===== src/rtl/regfile_pw_pkg.sv =====
// regfile_pkg: shared types and default sizing for the regfile_pw register file.
//   rf_state_t : clear-sequencer state (sweeping vs. ready for writes)
//   RF_WIDTH / RF_DEPTH / RF_INIT : default data width, entry count, clear value
package regfile_pkg;

  typedef enum logic {RF_CLEAR, RF_READY} rf_state_t;

  localparam int RF_WIDTH = 4;
  localparam int RF_DEPTH = 8;
  localparam int RF_INIT  = 1;

endpackage


===== src/rtl/rf_clear_seq.sv =====
// rf_clear_seq: CLEAR/READY sequencer with sweep pointer for regfile_pw.
//   clk    : clock, rising edge
//   rst    : synchronous active-high reset (starts a sweep)
//   rf_clr : starts/restarts a clear sweep
//   state  : current sequencer state
//   ptr    : entry being initialised while in RF_CLEAR
//   busy   : registered copy of (state == RF_CLEAR)
module rf_clear_seq
  import regfile_pkg::*;
#(
  parameter int DEPTH = RF_DEPTH,
  parameter int AW    = $clog2(DEPTH)
) (
  input  logic          clk,
  input  logic          rst,
  input  logic          rf_clr,
  output rf_state_t     state,
  output logic [AW-1:0] ptr,
  output logic          busy
);

  localparam logic [AW-1:0] LAST = AW'(DEPTH - 1);

  rf_state_t     state_q, state_d;
  logic [AW-1:0] ptr_q, ptr_d;
  logic          busy_q, busy_d;

  always_comb begin
    state_d = state_q;
    ptr_d   = ptr_q;
    if (rf_clr) begin
      // A clear request always (re)starts the sweep from entry 0.
      state_d = RF_CLEAR;
      ptr_d   = '0;
    end else if (state_q == RF_CLEAR) begin
      if (ptr_q == LAST) begin
        state_d = RF_READY;
        ptr_d   = '0;
      end else begin
        ptr_d   = ptr_q + 1'b1;
      end
    end
    busy_d = (state_d == RF_CLEAR);
  end

  always_ff @(posedge clk) begin
    if (rst) begin
      state_q <= RF_CLEAR;
      ptr_q   <= '0;
      busy_q  <= 1'b1;
    end else begin
      state_q <= state_d;
      ptr_q   <= ptr_d;
      busy_q  <= busy_d;
    end
  end

  assign state = state_q;
  assign ptr   = ptr_q;
  assign busy  = busy_q;

endmodule


===== src/rtl/regfile_pw.sv =====
// regfile_pw: parametrised 2-read/1-write register file with registered reads,
// optional write-to-read bypass and a multi-cycle clear sweep.
//   clk, rst    : clock and synchronous active-high reset
//   rf_clr      : start a clear sweep (writes INIT_VAL to every entry)
//   en/wra/wrd  : write enable, address, data
//   rda1/rda2   : read addresses; rdd1/rdd2 : registered read data (1-cycle latency)
//   busy        : clear sweep in progress
//   wr_drop     : pulse, the previous cycle's write was discarded
module regfile_pw
  import regfile_pkg::*;
#(
  parameter int WIDTH    = RF_WIDTH,
  parameter int DEPTH    = RF_DEPTH,
  parameter int AW       = $clog2(DEPTH),
  parameter int INIT_VAL = RF_INIT,
  parameter bit BYPASS   = 1'b1
) (
  input  logic             clk,
  input  logic             rst,
  input  logic             rf_clr,
  input  logic             en,
  input  logic [AW-1:0]    wra,
  input  logic [WIDTH-1:0] wrd,
  input  logic [AW-1:0]    rda1,
  input  logic [AW-1:0]    rda2,
  output logic [WIDTH-1:0] rdd1,
  output logic [WIDTH-1:0] rdd2,
  output logic             busy,
  output logic             wr_drop
);

  localparam logic [WIDTH-1:0] INIT_W = WIDTH'(INIT_VAL);

  // DEPTH need not be a power of two, so addresses can exceed the array.
  function automatic logic in_range(input logic [AW-1:0] a);
    return int'(a) < DEPTH;
  endfunction

  rf_state_t     state;
  logic [AW-1:0] ptr;

  rf_clear_seq #(.DEPTH(DEPTH), .AW(AW)) u_seq (
    .clk    (clk),
    .rst    (rst),
    .rf_clr (rf_clr),
    .state  (state),
    .ptr    (ptr),
    .busy   (busy)
  );

  logic [WIDTH-1:0] mem_q [DEPTH];
  logic             mem_we;
  logic [AW-1:0]    mem_wa;
  logic [WIDTH-1:0] mem_wd;
  logic             wr_acc;

  logic [WIDTH-1:0] rdd1_q, rdd1_d;
  logic [WIDTH-1:0] rdd2_q, rdd2_d;
  logic             wr_drop_q, wr_drop_d;

  // A clear request wins over the user write in the same cycle.
  assign wr_acc = (state == RF_READY) && !rf_clr && en && in_range(wra);

  // Single write port: the sweep and the user write share it, so the array
  // stays mappable to distributed RAM.
  always_comb begin
    mem_we = 1'b0;
    mem_wa = wra;
    mem_wd = wrd;
    if (state == RF_CLEAR) begin
      mem_we = 1'b1;
      mem_wa = ptr;
      mem_wd = INIT_W;
    end else if (wr_acc) begin
      mem_we = 1'b1;
    end
  end

  always_ff @(posedge clk) begin
    if (mem_we) mem_q[mem_wa] <= mem_wd;
  end

  // The clear looks instantaneous to readers even while the sweep is running.
  function automatic logic [WIDTH-1:0] rd_fn(input logic [AW-1:0] a);
    if (state == RF_CLEAR || rf_clr) return INIT_W;
    else if (!in_range(a))           return '0;
    else if (BYPASS && wr_acc && wra == a) return wrd;
    else                             return mem_q[a];
  endfunction

  always_comb begin
    rdd1_d    = rd_fn(rda1);
    rdd2_d    = rd_fn(rda2);
    wr_drop_d = en && (state == RF_CLEAR || rf_clr || !in_range(wra));
  end

  always_ff @(posedge clk) begin
    if (rst) begin
      rdd1_q    <= '0;
      rdd2_q    <= '0;
      wr_drop_q <= 1'b0;
    end else begin
      rdd1_q    <= rdd1_d;
      rdd2_q    <= rdd2_d;
      wr_drop_q <= wr_drop_d;
    end
  end

  assign rdd1    = rdd1_q;
  assign rdd2    = rdd2_q;
  assign wr_drop = wr_drop_q;

endmodule


===== config.mk =====
export PLATFORM = sky130hd
export DESIGN_NAME = regfile_pw
export DESIGN_NICKNAME = d
export VERILOG_FILES = /design/src/rtl/regfile_pw_pkg.sv /design/src/rtl/rf_clear_seq.sv /design/src/rtl/regfile_pw.sv
export SDC_FILE = /design/constraint.sdc
export NUM_CORES = 1
export LEC_CHECK = 0
export CAP_MARGIN = 20
export CORE_MARGIN = 3
export CORE_UTILIZATION = 59
export DETAILED_ROUTE_END_ITERATION = 10
export PLACE_DENSITY = 0.84
export SLEW_MARGIN = 20
export SYNTH_ARGS = -nofsm -noshare
export SYNTH_HDL_FRONTEND = slang
export SYNTH_SLANG_ARGS = --single-unit

===== constraint.sdc =====
create_clock -name clk -period 3.4 [get_ports clk]
set_clock_uncertainty 0.2 [all_clocks]
set_input_delay 0.34 -clock clk [delete_from_list [all_inputs] [get_ports clk]]
set_output_delay 0.34 -clock clk [all_outputs]
set_load 0.02 [all_outputs]

==> results by group, run 1 <==
Worst setup path
  – Slowest-stage cell, CP: dfxtp_1
  – Worst-path fanout max: 24
  – Worst EP arrival: 1.93 ns
  – Critical Path RT: 3.14 ns
  – Crit. End Element: flip-flop
  – Cells along the critical path: a31oi_1 > nor2_1
  – CP peak stage delay: 0.81 ns
  – CP startpoint kind: flip-flop
  – WS Path Type: reg2reg

Pwr
  – P_leak: 0.868 nW
  – Internal power: 0.803 mW
  – Maximum vdd drop: 317 µV
  – Comb pwr share: 0.086
  – Power per cell area: 405 mW/mm²
  – Switching share of total power: 0.232
  – Flop pwr share: 0.581
  – Clock power share: 0.333
  – Psw: 0.242 mW

Logic synthesis
  – Synth Cell Area: 0.00223 mm²
  – Unique cell type count in the Yosys netlist: 27
  – Most frequent cell after synthesis: edfxtp_1
  – Post-synth ARST share: 0
  – Xor and xnor area share after synthesis: 0.0235
  – Syn avg cell area: 14.6 µm²
  – Top cell type's share of synthesized area: 0.430
  – Main combinational cell family by area after synthesis: multiplexers
  – Post-synth top cells: 32 x edfxtp_1, 22 x nor2_1, 14 x dfxtp_1
  – Compound-Gate Fraction of Synth Area: 0.0515
  – Post-Synth Adder-Cell Area: 0.0112
  – Seq/Total Area, Yosys: 0.556
  – Post-Syn Nets: 172
  – Mux cell area share after synthesis: 0.224
  – Area leader, netlist: edfxtp_1
  – Syn. warnings: 0
  – Simple-gate area share of the yosys netlist: 0.0992
  – Post-synth EDFFs: 32
  – Gate Count Post-Synth: 153
  – Primary FF master, synth: edfxtp_1
  – Register bit total from synthesis: 46
  – Ranking of synthesized cells by area: edfxtp_1 43%, mux4_1 15%, dfxtp_1 13%

STA
  – Fin crit period: 2.18 ns
  – Setup violators final: 0
  – Period utilization: 0.642
  – RSZ-0062 raised after global routing: no
  – Slew at the pin closest to its max-slew limit: 0.749 ns
  – Setup TNS: 0 ns
  – Final Hold Violating Endpoints: 0
  – Slew HR: 0.500
  – Final Slew Violations: 0
  – Max Clk Rate: 0.458 GHz

Cells and area
  – Layout cell share with drive strength beyond 1: 0.0739
  – Final Instance Area: 0.00258 mm²
  – Antenna cell count: 0
  – Area Overhead vs Synth: 15.5%
  – Final net count: 194
  – Fillers: 207

Routing
  – Max Used Layer: met4
  – Detail Route Antenna Nets: 0
  – First-pass iteration count of the detailed router: 4
  – DRT met1 WL: 1.78 mm
  – DRT Wirelength: 4.26 mm
  – Vias: 1379
  – WL met2: 2.07 mm
  – Drt wl/cell: 19.2 µm
  – DR WL met3: 366 µm
  – Vias per Instance: 6.21
  – DRC Markers: 0
  – DRT iter0 DRCs: 105

Die
  – Num rows: 21
  – IO Pins: 27
  – Die Y: 67.5 µm
  – Die footprint: 0.00456 mm²
  – Core Area: 0.00349 mm²
  – Starting Density: 0.639
  – Die width: 67.5 µm

Global routing
  – Remaining Overflow, GRT: 0
  – Largest net degree at the start of global routing: 25
  – Vias in the first global route: 1371
  – Initial antenna violation count: 0
  – Total GRT Usage: 0.209
  – First-pass GRT wire length: 6.69 mm

CTS
  – Clk sinks: 46
  – Root Driver: clkbuf_8
  – Total setup buffers inserted after CTS: 0
  – # hold bufs at CTS: 0
  – Clk_lat worst skew: 0.29 ns
  – H-Tree Depth: 2
  – CTS clk-pin slew, worst paths: 0.09 ns
  – CTS tree: built
  – CTS buffer count: 5
  – CTS Buffer Depth: 2
  – # resized after CTS: 0

Placement
  – GP Congestion: 0.755
  – PortBufs: 26
  – Hpwl dp: 3.24 mm
  – Placed inst area: 0.00248 mm²

Run status
  – Status: finished, final reports clean

Run
  – Max Cap Violations: 0

Worst hold path
  – Worst Hold Class: reg2reg
-- routing by layer --
layer | vias to the layer above | track usage
met5 | - | 0
met4 | 0 | 0.0734
met3 | 6 | 0.0433
met2 | 65 | 0.339
met1 | 669 | 0.281
li1 | 639 | -
-- critical path: cells and delay by family (launching register included) --
kind,cells,cell delay (ns)
DFF,1,0.81
and+or+nand+nor,1,0.47
AOI/OAI and AO/OA,1,0.34
-- placed cells by master (no fill, tap or decap), drive strengths merged, types with 3 or more instances in the layout --
cell type | netlist | layout
a211oi | 6 | 6
and2 | 3 | 3
clkdlybuf4s50 | 0 | 26
mux2i | 9 | 9
xnor2 | 6 | 6
a31oi | 4 | 4
nor3 | 5 | 5
nor2 | 22 | 22
edfxtp | 32 | 32
a21oi | 4 | 4
nor3b | 3 | 3
dfxtp | 14 | 14
inv | 3 | 5
clkbuf | 1 | 5
mux4 | 16 | 16
nor2b | 3 | 3
-- kinds of logic (layout without fill, tap and decap cells) --
| group | Yosys count | count (layout) |
|---|---|---|
| buffers and inverters | 14 | 37 |
| AOI/OAI and AO/OA | 17 | 17 |
| DFF | 46 | 46 |
| xor gates and xnor gates | 6 | 6 |
| adders and majority gates | 2 | 2 |
| muxes | 25 | 25 |
| and+or+nand+nor | 43 | 43 |
-- power by group through the flow --
stage,Combinational [mW],Sequential [mW],Clock (mW)
finish,0.0899,0.608,0.348
global route,0.0963,0.609,0.378
CTS,0.0901,0.608,0.354
detailed placement,0.0895,0.620,0
global placement,0.0869,0.619,0
floorplan,0.0581,0.620,0
-- registers in the layout, indices dropped and copies added, names as in the netlist --
register	flops
mem_q	32
rdd1	4
rdd2	4
u_seq.busy	1
u_seq.ptr	3
u_seq.state	1
wr_drop	1
-- per-stage QoR --
step | util | std cells | worst slack [ns] | hold slack (ns) | power, mW
finish | 0.738 | 222 | 1.22 | 0.403 | 1.05
global route | 0.738 | 222 | 1.09 | 0.451 | 1.08
CTS | 0.738 | 222 | 1.25 | 0.398 | 1.05
detailed placement | 0.711 | 214 | 1.06 | 0.386 | 0.710
global placement | 0.711 | 214 | 1.10 | 0.366 | 0.706
floorplan | - | 153 | 1.85 | 0.219 | 0.678
-- area by class of cell --
type                    count  area (µm²)  share of cell area
flip-flops and latches     46        1240               0.481
clock inverters             3        27.5              0.0107
repair buffers             26         260               0.101
clock buffers               5        68.8              0.0267
multi-input cells          93         913               0.354
well taps                  46        57.6              0.0223
inverters                   3        11.3             0.00436
-- final timing paths --
check | endpoint | from | slack (ns) | depth (start not counted)
worst max-delay path | mem_q[7][1] | u_seq.state | 1.22 | 2
worst max register to register | mem_q[7][1] | u_seq.state | 1.22 | 2
worst min register to register | u_seq.ptr[0] | u_seq.ptr[0] | 0.40 | 2
worst min-delay path | u_seq.ptr[0] | u_seq.ptr[0] | 0.40 | 2
No activity file was read; power rests on OpenSTA's default activity.
==> inputs of run 2 (changes only) <==
- CORE_UTILIZATION: 59 -> 55
- PLACE_DENSITY: 0.84 -> 0.79
- clock period: 3.4 -> 2.1 ns (I/O delays scaled with it)
==> run 2 against run 1 <==
- worst hold slack worse by 0.054 ns
- largest power group unchanged
- register-to-register slack lost 0.85 ns
- final cell count grew 8.1%
- largest cell class unchanged
- die area is 6.6% higher
- critical path depth up 2
- clock power rose by 62%
==> results by group, run 2 (same netlist as run 1, synthesis figures left out) <==
Run status
  – Status: finished, final reports clean

Worst setup path
  – Crit. End Element: flip-flop
  – Reg2Reg Depth: 4
  – Cells along the critical path: nor2b_1 > a31oi_1 > nor2_1 > buf_4
  – CP top delay family: flip-flops
  – R2R Setup Slk: 0.37 ns
  – Critical Path RT: 1.97 ns
  – Worst EP arrival: 1.60 ns
  – CP startpoint kind: flip-flop
  – WP buf/inv: 1
  – Worst-path fanout max: 16
  – Slowest-stage cell, CP: dfxtp_1
  – Worst R2R Start: u_seq.state
  – Worst r2r dst: mem_q[5][3]
  – CP peak stage delay: 0.60 ns
  – WS Path Type: reg2reg

STA
  – Max Clk Rate: 0.576 GHz
  – Period utilization: 0.826
  – Setup violators final: 0
  – RSZ-0062 raised after global routing: no
  – Slew at the pin closest to its max-slew limit: 0.442 ns
  – Slew HR: 0.705
  – Setup ws final: 0.365 ns
  – Fin crit period: 1.73 ns
  – Final Hold Violating Endpoints: 0
  – Setup TNS: 0 ns
  – Worst hold slack: 0.348 ns
  – Final Slew Violations: 0

Routing
  – Detail Route Antenna Nets: 0
  – Drt wl/cell: 18.6 µm
  – DRT Wirelength: 4.47 mm
  – DRC Markers: 0
  – Vias: 1408
  – Vias per Instance: 5.87
  – First-pass iteration count of the detailed router: 4
  – DRT iter0 DRCs: 70

Cells and area
  – Fillers: 254
  – Final Instance Area: 0.00272 mm²
  – Largest Register: mem_q
  – Area Overhead vs Synth: 21.6%
  – Final Util: 0.715
  – Most frequent cells in the layout: 32 x edfxtp_1, 26 x clkdlybuf4s50_1, 22 x nor2_1, 15 x buf_4, 14 x dfxtp_1
  – Antenna cell count: 0
  – Layout cell share with drive strength beyond 1: 0.151
  – Max FFs per register: 32
  – Final net count: 210
  – Post-layout instance count excluding filler cells: 240
  – Most common cell after layout, fill and taps aside: edfxtp_1

Worst hold path
  – Hold Startpoint: en
  – Hold-critical path depth: 2
  – Worst Hold Class: in2reg
  – Hold Path Sink: wr_drop

CTS
  – # resized after CTS: 0
  – CTS clk-pin slew, worst paths: 0.09 ns
  – CTS Buffer Depth: 2
  – Clk_lat worst skew: 0.29 ns
  – H-Tree Depth: 2
  – CTS tree: built
  – CTS buffer count: 5
  – # hold bufs at CTS: 0
  – Total setup buffers inserted after CTS: 0
  – Root Driver: clkbuf_8
  – Clk sinks: 46

Die
  – Die footprint: 0.00486 mm²
  – IO Pins: 27
  – Die Y: 69.7 µm
  – Die width: 69.7 µm
  – Core Area: 0.00380 mm²
  – Num rows: 22
  – Starting Density: 0.588

Pwr
  – P_leak: 0.955 nW
  – Power per cell area: 630 mW/mm²
  – Maximum vdd drop: 503 µV
  – Switching share of total power: 0.232
  – Clock power share: 0.330
  – Power, Total: 1.71 mW
  – Internal power: 1.31 mW
  – Flop pwr share: 0.575
  – Comb pwr share: 0.095
  – Psw: 0.397 mW

Global routing
  – Largest net degree at the start of global routing: 18
  – Initial antenna violation count: 0
  – Vias in the first global route: 1455
  – Remaining Overflow, GRT: 0
  – First-pass GRT wire length: 7.26 mm
  – Total GRT Usage: 0.198

Placement
  – Hpwl dp: 3.52 mm
  – PortBufs: 26
  – Setup WS pre-CTS: 0.0874 ns
  – Placed insts: 232
  – Placed inst area: 0.00262 mm²
  – GP Congestion: 0.808

Run
  – Max Cap Violations: 0
## run 2: how the worst max path moves through the flow
stage,to,cells past startpoint,start,slack [ns]
global route,mem_q[5][3],4,u_seq.state,0.23
floorplan,mem_q[4][0],4,u_seq.state,0.59
finish,mem_q[5][3],4,u_seq.state,0.37
CTS,mem_q[1][0],4,u_seq.state,0.38
global placement,rdd2[1],5,rda2[0],0.11
detailed placement,rdd2[0],5,rda2[0],0.09
## run 2: worst reg2reg max path, cell delays in order (launching register included)
cell,delay (ns)
dfxtp_1,0.60
nor2b_1,0.09
a31oi_1,0.34
nor2_1,0.10
buf_4,0.17
## run 2: power groups by stage
| stage | Combinational (mW) | Sequential [mW] | Clock, mW |
|---|---|---|---|
| 6_report | 0.162 | 0.984 | 0.564 |
| 4_1_cts | 0.162 | 0.984 | 0.581 |
| 5_1_grt | 0.172 | 0.985 | 0.622 |
| 2_1_floorplan | 0.0940 | 1.00 | 0 |
| 3_3_place_gp | 0.155 | 1.00 | 0 |
| 3_5_place_dp | 0.160 | 1.00 | 0 |
## run 2: final cells by class
type / instances / area [µm²] / share of cell area
Timing Repair Buffer: 42 / 393 / 0.145
Clock inverter: 3 / 27.5 / 0.0101
Clock buffer: 5 / 68.8 / 0.0253
Inverter: 3 / 11.3 / 0.00415
Multi-Input combinational cell: 93 / 913 / 0.336
Sequential cell: 46 / 1240 / 0.457
Tap cell: 48 / 60.1 / 0.0221
## run 2: metal layers
metal  track usage  vias to the layer above  part of all wire
met4        0.0851                        0             0.025
met3        0.0406                       13             0.052
met5             0                        -                 0
met2         0.334                       43              0.50
li1              -                      675                 -
met1         0.247                      677              0.43
==> inputs of run 3 (changes only) <==
- CORE_UTILIZATION: 55 -> 50
- PLACE_DENSITY: 0.79 -> 0.76
- clock period: 2.1 -> 1.4 ns (I/O delays scaled with it)
==> run 3 against run 2 <==
- critical path type unchanged
- combinational power grew 110%
- die area up 9.1%
- maximum frequency is 8.1% higher
- clock-buffer cell count is the same
- critical path depth is 1 lower
- global-route usage up 2.6 points
- first-iteration DRC count rose by 51%
- sequential share of layout area down 6.0 points
- via count up 16%
- design area increased by 16%
- flip-flop and latch count did not move
- the flow now finishes with violations (setup timing)
==> results by group, run 3 (same netlist as run 1, synthesis figures left out) <==
Worst setup path
  – Worst-path fanout max: 2
  – CP top delay family: multiplexers
  – Worst EP arrival: 1.60 ns
  – R2R Setup Slk: -0.20 ns
  – Crit. End Element: flip-flop
  – CP peak stage delay: 0.55 ns
  – WP buf/inv: 0
  – Worst r2r dst: rdd2[2]
  – Critical Path RT: 1.39 ns
  – CP startpoint kind: flip-flop
  – Cells along the critical path: mux4_2 > mux2i_2 > a211oi_2
  – Worst R2R Start: mem_q[6][2]
  – Reg2Reg Depth: 3
  – WS Path Type: reg2reg
  – Slowest-stage cell, CP: mux4_2

Cells and area
  – Area Overhead vs Synth: 41.1%
  – Largest Register: mem_q
  – Final Util: 0.760
  – Most frequent cells in the layout: 32 x edfxtp_1, 24 x buf_4, 17 x dlygate4sd2_1, 16 x mux4_2
  – Final net count: 231
  – Layout cell share with drive strength beyond 1: 0.507
  – Fillers: 233
  – Final Instance Area: 0.00315 mm²
  – Most common cell after layout, fill and taps aside: edfxtp_1
  – Antenna cell count: 0
  – Max FFs per register: 32

Global routing
  – Remaining Overflow, GRT: 0
  – Total GRT Usage: 0.224
  – Vias in the first global route: 1622
  – First-pass GRT wire length: 8.69 mm
  – Largest net degree at the start of global routing: 18
  – Initial antenna violation count: 0

Routing
  – Detail Route Antenna Nets: 0
  – Vias: 1631
  – DRC Markers: 0
  – Drt wl/cell: 22.7 µm
  – DRT iter0 DRCs: 106
  – Vias per Instance: 6.20
  – First-pass iteration count of the detailed router: 4
  – DRT Wirelength: 5.97 mm

STA
  – Setup TNS: -3.57 ns
  – RSZ-0062 raised after global routing: yes
  – Final Slew Violations: 0
  – Final Hold Violating Endpoints: 0
  – Max Clk Rate: 0.623 GHz
  – Slew at the pin closest to its max-slew limit: 0.500 ns
  – Setup ws final: -0.205 ns
  – Fin crit period: 1.60 ns
  – Period utilization: 1.15
  – Setup violators final: 42
  – Slew HR: 0.667

CTS
  – Clk sinks: 46
  – Clk_lat worst skew: 0.30 ns
  – CTS clk-pin slew, worst paths: 0.10 ns
  – CTS tree: built
  – # hold bufs at CTS: 0
  – CTS Buffer Depth: 2
  – Root Driver: clkbuf_8
  – CTS buffer count: 5
  – H-Tree Depth: 2

Worst hold path
  – Hold Path Sink: wr_drop
  – Worst Hold Class: in2reg
  – Hold Startpoint: en
  – Hold-critical path depth: 2

Pwr
  – Internal power: 2.01 mW
  – P_leak: 1.14 nW
  – Comb pwr share: 0.126
  – Switching share of total power: 0.253
  – Flop pwr share: 0.549
  – Maximum vdd drop: 751 µV
  – Psw: 0.681 mW
  – Power, Total: 2.69 mW
  – Clock power share: 0.325
  – Power per cell area: 854 mW/mm²

Die
  – Num rows: 23
  – Die footprint: 0.00530 mm²
  – IO Pins: 27
  – Starting Density: 0.539
  – Die Y: 72.8 µm
  – Die width: 72.8 µm
  – Core Area: 0.00414 mm²

Run status
  – Status: finished, violations left
  – Failing checks: setup timing

Placement
  – Placed inst area: 0.00269 mm²
  – GP Congestion: 0.794
  – Hpwl dp: 3.62 mm
  – PortBufs: 26

Run
  – Max Cap Violations: 0
==> run 3: changes by cell type in the layout (fill, tap and decap cells not counted), moves of 4 or more <==
cell,before,now
dlygate4sd2_1,0,17
clkdlybuf4s50_1,26,9
buf_6,0,11
dfxtp_1,14,10
nor2_4,0,10
mux4_2,3,16
buf_4,15,24
nor2_1,22,11
mux4_1,13,0
==> run 3: repair_timing <==
action | in CTS | in global routing
gates cloned | 1 | 0
gates resized for setup | 80 | 23
pin swaps | 16 | 14
setup buffers | 9 | 4
setup endpoints to repair | 63 | 60
==> run 3: worst max path at each step <==
| stage | cells past startpoint | to | from | slack, ns |
|---|---|---|---|---|
| 4_1_cts | 5 | mem_q[4][1] | u_seq.ptr[1] | -0.1 |
| 6_report | 3 | rdd2[2] | mem_q[6][2] | -0.20 |
| 2_1_floorplan | 4 | mem_q[5][0] | u_seq.state | 0.006 |
| 3_3_place_gp | 5 | rdd1[0] | rda1[0] | -0.51 |
| 3_5_place_dp | 5 | rdd2[1] | rda2[0] | -0.56 |
| 5_1_grt | 3 | rdd2[2] | mem_q[4][2] | -0.25 |
==> run 3: through the flow <==
stage               instances  hold WS [ns]  setup WS [ns]
CTS                       259        0.0649        -0.0972
floorplan                 153        0.0193        0.00597
finish                    263        0.0667         -0.205
global placement          241         0.462         -0.510
detailed placement        241         0.477         -0.562
global route              263        0.0987         -0.249
==> run 3: final cells by class <==
cell class	count	area [µm²]	share of cell area
well taps	50	62.6	0.0199
repair buffers	63	568	0.180
flip-flops and latches	46	1250	0.397
multi-input cells	93	1160	0.369
inverters	3	11.3	0.00357
clock buffers	5	68.8	0.0218
clock inverters	3	27.5	0.00874
==> run 3: per-layer routing <==
layer / wire [µm] / track usage / vias up / part of all wire
met5: 0 / 0 / - / 0
met4: 182 / 0.0902 / 0 / 0.030
met3: 470 / 0.0496 / 19 / 0.079
met2: 2920 / 0.358 / 91 / 0.49
met1: 2400 / 0.299 / 817 / 0.40
li1: - / - / 704 / -
==> run 3: power by group through the flow <==
stage / logic, mW / clock network, mW / registers, mW
3_3_place_gp: 0.252 / 0 / 1.51
2_1_floorplan: 0.146 / 0 / 1.51
5_1_grt: 0.358 / 0.945 / 1.48
6_report: 0.340 / 0.873 / 1.48
3_5_place_dp: 0.260 / 0 / 1.51
4_1_cts: 0.306 / 0.873 / 1.47
